[config.mk]
export PLATFORM = sky130hd
export DESIGN_NAME = wb_regfile
export DESIGN_NICKNAME = d
export VERILOG_FILES = /design/src/rtl/wb_regfile_pkg.sv /design/src/rtl/regfile_2r1w.sv /design/src/rtl/wb_regfile.sv
export SDC_FILE = /design/constraint.sdc
export NUM_CORES = 2
export LEC_CHECK = 0
export BUFFER_PORTS_ARGS = -buffer_cell sky130_fd_sc_hd__buf_2
export CAP_MARGIN = 20
export CORE_MARGIN = 1
export CORE_UTILIZATION = 40
export DETAILED_ROUTE_END_ITERATION = 7
export PLACE_DENSITY = 0.54
export SLEW_MARGIN = 20
export SYNTH_ARGS = -nofsm -noshare
export SYNTH_HDL_FRONTEND = slang
export SYNTH_SLANG_ARGS = --single-unit
[constraint.sdc]
create_clock -name clk -period 2.9 [get_ports clk]
set_input_delay 0.29 -clock clk [delete_from_list [all_inputs] [get_ports clk]]
set_output_delay 0.29 -clock clk [all_outputs]
set_load 0.02 [all_outputs]
[src/rtl/wb_regfile_pkg.sv]
// Shared writeback types: widths, writeback-source encoding and the source mux.
// The control decoder imports the same encoding so both ends agree.
package wb_regfile_pkg;

  localparam int XLEN_DEF   = 32;
  localparam int NREGS_DEF  = 32;
  localparam int REG_ADDR_W = 5;
  localparam int INSTRET_W  = 64;

  typedef enum logic {
    WB_SRC_ALU  = 1'b0,
    WB_SRC_LOAD = 1'b1
  } wbSrc_t;

  function automatic logic [XLEN_DEF-1:0] selectWb(
    input wbSrc_t              src,
    input logic [XLEN_DEF-1:0] aluVal,
    input logic [XLEN_DEF-1:0] loadVal
  );
    return (src == WB_SRC_LOAD) ? loadVal : aluVal;
  endfunction

endpackage

[src/rtl/regfile_2r1w.sv]
// Architectural register storage: two combinational read ports, one write port,
// x0 hardwired to zero and never stored.
module regfile_2r1w
  import wb_regfile_pkg::*;
#(
  parameter int XLEN  = XLEN_DEF,
  parameter int NREGS = NREGS_DEF
) (
  input  logic                  clk,
  input  logic                  rst,
  input  logic                  writeEnable,
  input  logic [REG_ADDR_W-1:0] writeAddr,
  input  logic [XLEN-1:0]       writeData,
  input  logic [REG_ADDR_W-1:0] readAddrA,
  input  logic [REG_ADDR_W-1:0] readAddrB,
  output logic [XLEN-1:0]       readDataA,
  output logic [XLEN-1:0]       readDataB
);

  localparam logic [REG_ADDR_W-1:0] LAST_REG = REG_ADDR_W'(NREGS - 1);

  logic [XLEN-1:0] regs [1:NREGS-1];

  // NOTE: this storage is reset on purpose (registers must read zero right after
  // reset), which forces it into flops; a plain RAM would be left unreset.
  always_ff @(posedge clk or negedge rst) begin
    if (!rst) begin
      for (int i = 1; i < NREGS; i++) regs[i] <= '0;
    end else if (writeEnable && writeAddr != '0 && writeAddr <= LAST_REG) begin
      regs[writeAddr] <= writeData;
    end
  end

  function automatic logic [XLEN-1:0] readReg(input logic [REG_ADDR_W-1:0] addr);
    if (addr == '0 || addr > LAST_REG) return '0;
    return regs[addr];
  endfunction

  // NOTE: every path through this block assigns both outputs, so no latch forms.
  always_comb begin
    readDataA = readReg(readAddrA);
    readDataB = readReg(readAddrB);
  end

endmodule

[src/rtl/wb_regfile.sv]
// Writeback stage: source select, write-before-read bypass into ID, retired
// instruction counter and last retired PC.
module wb_regfile
  import wb_regfile_pkg::*;
#(
  parameter int XLEN  = XLEN_DEF,
  parameter int NREGS = NREGS_DEF
) (
  input  logic                  clk,
  input  logic                  rst,
  input  logic [XLEN-1:0]       pc_wb,
  input  logic                  retire_i,
  input  logic                  registerWriteEnable_i,
  input  logic                  regSelect_i,
  input  logic [XLEN-1:0]       aluSrc_i,
  input  logic [XLEN-1:0]       rdData_i,
  input  logic [REG_ADDR_W-1:0] regB_i,
  input  logic [REG_ADDR_W-1:0] rs1_addr_i,
  input  logic [REG_ADDR_W-1:0] rs2_addr_i,
  output logic [XLEN-1:0]       rs1_data_o,
  output logic [XLEN-1:0]       rs2_data_o,
  output logic [XLEN-1:0]       wb_data_o,
  output logic                  wb_we_o,
  output logic [INSTRET_W-1:0]  instret_o,
  output logic [XLEN-1:0]       last_pc_o
);

  logic [XLEN-1:0]      wbData;
  logic                 wbWe;
  logic [XLEN-1:0]      rfRs1;
  logic [XLEN-1:0]      rfRs2;
  logic [INSTRET_W-1:0] instretQ;
  logic [XLEN-1:0]      lastPcQ;

  assign wbData = (wbSrc_t'(regSelect_i) == WB_SRC_LOAD) ? rdData_i : aluSrc_i;
  // A bubble or an x0 destination never qualifies as a write, so neither can bypass.
  assign wbWe   = registerWriteEnable_i && retire_i && (regB_i != '0);

  regfile_2r1w #(
    .XLEN  (XLEN),
    .NREGS (NREGS)
  ) u_regs (
    .clk         (clk),
    .rst         (rst),
    .writeEnable (wbWe),
    .writeAddr   (regB_i),
    .writeData   (wbData),
    .readAddrA   (rs1_addr_i),
    .readAddrB   (rs2_addr_i),
    .readDataA   (rfRs1),
    .readDataB   (rfRs2)
  );

  assign rs1_data_o = (wbWe && rs1_addr_i == regB_i) ? wbData : rfRs1;
  assign rs2_data_o = (wbWe && rs2_addr_i == regB_i) ? wbData : rfRs2;

  // NOTE: sequential state uses non-blocking assignments so every flop samples
  // pre-edge values regardless of block ordering.
  always_ff @(posedge clk or negedge rst) begin
    if (!rst) begin
      instretQ <= '0;
      lastPcQ  <= '0;
    end else if (retire_i) begin
      instretQ <= instretQ + INSTRET_W'(1);
      lastPcQ  <= pc_wb;
    end
  end

  assign wb_data_o = wbData;
  assign wb_we_o   = wbWe;
  assign instret_o = instretQ;
  assign last_pc_o = lastPcQ;

endmodule

Yosys cells after proc, flatten, opt, wreduce, memory -nomap -nowiden:

Cells that the tools add are included.

* flip-flop bits (word level): 1088
* input bits: 116

* $add $sub $neg: 1
* reductions and logical operators: 12
* eq/ne operators: 2
* bitwise logic cells: 3
* mux-type cells: 18
* $lt $le $gt $ge: 7

Operators by type and width (count)
* $bwmux W992: 1
* $mux W32: 12
* $bmux W32 S5: 2
* $demux W32 S5: 1
* $add A64 B1 Y64 const B: 1
* $ge A6 B6 Y1 const B: 3
* $not A5 Y6: 3
* $eq A5 B5 Y1: 2
* $gt A5 B5 Y1 const B: 2
* $logic_not A5 Y1: 2
* $logic_and A1 B1 Y1: 7
* $lt A6 B1 Y1 const B: 1
* $le A5 B5 Y1 const B: 1
* $reduce_bool A5 Y1: 1
* $logic_or A1 B1 Y1: 2
* $mux W1: 2

Longest topological paths before layout:

* word-level depth: 6
* depth in mapped cells: 9
* depth with buffers taken out: 6

Hierarchy:

From an unflattened synthesis, not the netlist that was laid out.

* cell total of the unflattened synthesis: 4642
* area, all modules: 59268.1 µm²

Modules (own cells, without submodules)
* regfile_2r1w: instances 1, cells each 4073, area each 53825.4 µm²
* wb_regfile: instances 1, cells each 569, area each 5442.7 µm²

Worst setup path before layout:

OpenSTA, ideal clock, no wires.

* kind: in2out
* start point: in rs2_addr_i[1]
* end point: out rs2_data_o[0]
* data arrival time: 2049 ps
* stages: 7
* path slack: 561 ps
* path through: buf_2 > buf_2 > buf_1 > mux4_2 > mux4_2 > nand3_1 > o211ai_1

* longest elaborated chain between the ends: 6
* elaborated cells between the ends (all ways): 12
* classes of those cells: order compare (1); eq/ne (1); mux (6); bitwise (1); reduce/logical (3)

RTL lines
* start, declared: line wb_regfile.sv:19 `input logic [REG_ADDR_W-1:0] rs2_addr_i,`
* $not A5 Y6 (not written as such): line regfile_2r1w.sv:36 `return regs[addr];`
* $bmux W32 S5: line regfile_2r1w.sv:36
* $mux W32 (not written as such) (2 in series): line regfile_2r1w.sv:36
* $mux W32: line regfile_2r1w.sv:36
* $mux W32 (*): line wb_regfile.sv:55 `assign rs2_data_o = (wbWe && rs2_addr_i == regB_i) ? wbData : rfRs2;`
* end, declared: line wb_regfile.sv:21 `output logic [XLEN-1:0] rs2_data_o,`

Every way passes the cells marked *; elsewhere a longest branch is shown, timed or not. The select of a mux whose other input is x is not followed.

Worst setup path after layout:

* start point: reg u_regs.regs[557] in the netlist's numbering
* end point: out rs2_data_o[13]

* longest elaborated chain between the ends: 5

RTL lines
* start, declared: line regfile_2r1w.sv:22 `logic [XLEN-1:0] regs [1:NREGS-1];`
* start signal, assigned by index: line regfile_2r1w.sv:30 `regs[writeAddr] <= writeData;`
* $bmux W32 S5: line regfile_2r1w.sv:36
* $mux W32 (not written as such) (2 in series): line regfile_2r1w.sv:36
* $mux W32: line regfile_2r1w.sv:36
* $mux W32: line wb_regfile.sv:55

Every way passes these cells. The select of a mux whose other input is x is not followed.

==> reports/qor.yml <==
r2r_slack_ns: 0.62
cp-startpoint: "u_regs.regs[557]$_DFFE_PN0P_"
tightest_slew_ns: 0.892
power_switching_mw: 14.1
yosysMostFrequentCell: "dfrtp_1"
fin_tns_setup_ns: -0.912
detailed_place_hpwl_microns: 128000
cts_root_buf: "clkbuf_16"
finalSetupViolCount: 14
power_density_mw_per_mm2: 679
synth_top_area_frac: 0.482
die-area_sq_mm: 0.143
start_kind: "flop"
synth_compound_area_frac: 0.143
pwr-share-comb: 0.230
worstSetupEndpoint: "rs2_data_o[13]"
drcViolationCount: 0
drtAntennaViolNets: 0
synthCells: 5281
vias_per_cell: 5.87
cts_tree: "built"
seqPwrFrac: 0.424
placed_area_sq_mm: 0.0628
numPortBuffers: 308
status: "finished with violations"
grtUsageTotal: 0.285
r2r_end: "instret_o[59]$_DFFE_PN0P_"
grt_max_degree: 73
end_kind: "primary output"
min_path_type: "in -> reg"
routedWlPerCell_microns: 26.4
cp_data_required_time_ns: 2.61
path_buf_inv: 1
synth_top_family_by_area: "multiplexers"
initial_core_util: 0.404
antenna_found_initial: 4
synth_top_area_cell: "dfrtp_1"
rr_worst_depth: 5
area_growth_pct: 22.1
synth.area.top_cells: "dfrtp_1 48%, mux4_2 15%, a21oi_1 7.3%, nor2_1 5.6%, mux2i_1 3.2%"
drv_cap: 0
seq_area_frac_synth: 0.482
grt_pass1_vias: 45300
cp_num_cells: 5
synthFlopType: "dfrtp_1"
violations: "negative setup slack"
syn_area_per_cell_sq_um: 10.7
muxShareOfSynthArea: 0.209
final-hold-violation-count: 0
cp_top_family: "multiplexers"
cts_buffers: 119
path_cells: "mux4_2 -> mux4_2 -> nand3_2 -> o211ai_1 -> buf_4"
drv_slew: 0
cpMostUsedCell: "mux4_2"
gr-total-overflow: 0
syn_nets: 5398
switching_share: 0.301
fin_cells: 7651
drt_pass1_iterations: 6
drtIter0Drc: 4183
arrival_ns: 2.84
wirelength_microns: 202000
clockPowerShare: 0.345
synth_seq_cells: 1088
max-vdd-ir-drop_mv: 0.611
yosys_warnings: 0
synth_edf_count: 0
yosys.area_share.adder: 0.000222
period_share: 1.08
critPathMaxStageDelay_ns: 0.60
skew_ns: 0.0106
synth-simple-area-share: 0.110
globalplace.congestion: 0.915
leakage_nw: 29.9
clockBufferDepth: 3
cts.clk_slew.worst_paths_ns: 0.06
fill_cells: 12700
num_rows: 137
core_sq_mm: 0.140
pre_cts_ws_ns: -0.152
synthArstFlopShare: 1.00
vias: 44900
htree_levels: 3
fmax_ghz: 0.320
fin_ws_ns: -0.225
clock_latency_ns: 0.75
min_period_ns: 3.13
intPower_mw: 32.7
worst-path-max-fanout: 3
final_area_sq_mm: 0.0689
netlist_area_sq_mm: 0.0564
synthXorXnorAreaFrac: 0.0113
fin_nets: 5792
cp_slowest_cell: "mux4_2"
r2r-start: "instret_o[12]$_DFFE_PN0P_"
die_y_microns: 378
die_w_microns: 378
grt_pass1_wl_microns: 302000
worstSetupPathType: "reg -> out"
drive_above_1_share: 0.294
max_slew_margin: 0.405
dpl.cell_count: 7295
io_pins: 309
synth.distinct_cells: 50
clock_sink_count: 1088
synth_top_cells_by_count: "1088 x dfrtp_1, 846 x nor2_1, 824 x a21oi_1"
rsz0062_at_grt: "yes"
metal layers:
| metal | wire (microns) | track usage |
|---|---|---|
| met3 | 16700 | 0.0610 |
| met2 | 93400 | 0.448 |
| met4 | 7740 | 0.103 |
| met1 | 84300 | 0.387 |
| met5 | 21 | 0 |
through the flow:
stage	utilization	power, mW	hold WS, ns
floorplan	-	26.2	-0.00559
global placement	0.449	29.7	0.381
detailed placement	0.449	30.0	0.380
CTS	0.490	46.8	0.0421
global route	0.493	48.9	0.0840
finish	0.493	46.8	0.0781
cells by family after synthesis:
kind of cell    Yosys count
fa+ha+maj                 1
compound gates         1420
simple gates           1434
xor+xnor                 73
buf+inv                 575
mux                     690
flops                  1088
repair_timing:
item                                   4_1_cts  5_1_grt
buffers inserted                            69       29
hold buffers                                39        0
endpoints found under the hold margin       85        0
pin swaps                                   91       49
setup endpoints to repair                   48       53
gates resized for setup                    164       56
power by group through the flow:
stage / combinational [mW] / clock [mW] / sequential (mW)
finish: 10.8 / 16.2 / 19.8
global route: 11.7 / 17.0 / 20.2
CTS: 10.5 / 16.4 / 19.8
detailed placement: 9.93 / 0 / 20.1
global placement: 9.73 / 0 / 20.0
floorplan: 6.63 / 0 / 19.6
worst min-delay path by stage:
stage                     slack (ns)  depth (start not counted)                            to          from
after global routing            0.08                          4  u_regs.regs[650]$_DFFE_PN0P_  aluSrc_i[10]
final                           0.08                          4  u_regs.regs[746]$_DFFE_PN0P_  aluSrc_i[10]
after CTS                       0.04                          4  u_regs.regs[714]$_DFFE_PN0P_  aluSrc_i[10]
after global placement          0.38                          1  u_regs.regs[436]$_DFFE_PN0P_           rst
after floorplan               -0.006                          0      instret_o[0]$_DFFE_PN0P_           rst
after detailed placement        0.38                          1  u_regs.regs[468]$_DFFE_PN0P_           rst
tightest hold or removal path, stage by stage:
cell     delay, ns
buf_2         0.10
mux2i_4       0.07
buf_4         0.20
a21oi_1       0.13
placed cells by master, fill, tap and decap left out, types with 40 or more instances in the layout:
cell / count
xnor2_1: 46
inv_1: 41
a21oi_1: 824
nand4_1: 45
dfrtp_1: 1088
clkbuf_8: 40
mux2_2: 137
o21ai_0: 223
nor2_1: 843
clkbuf_16: 121
mux4_2: 375
a22oi_1: 128
o221ai_1: 48
nand3_1: 54
nand2_1: 284
buf_4: 374
mux2i_1: 146
buf_12: 116
buf_2: 253
a22oi_2: 71
layout make-up:
type | count | area, sq um | share of cell area
Antenna cell | 1 | 2.50 | 0.0000363
Clock inverter | 40 | 529 | 0.00768
Multi-Input combinational cell | 3618 | 27900 | 0.405
Inverter | 41 | 154 | 0.00223
Sequential cell | 1088 | 27200 | 0.395
Clock buffer | 180 | 3650 | 0.0529
Timing Repair Buffer | 807 | 7140 | 0.104
Tap cell | 1876 | 2350 | 0.0341
registers in the layout, indices dropped and copies added (netlist names):
signal / flops
last_pc_o: 32
instret_o: 64
u_regs.regs: 992
(Power assumes the default switching activity.)
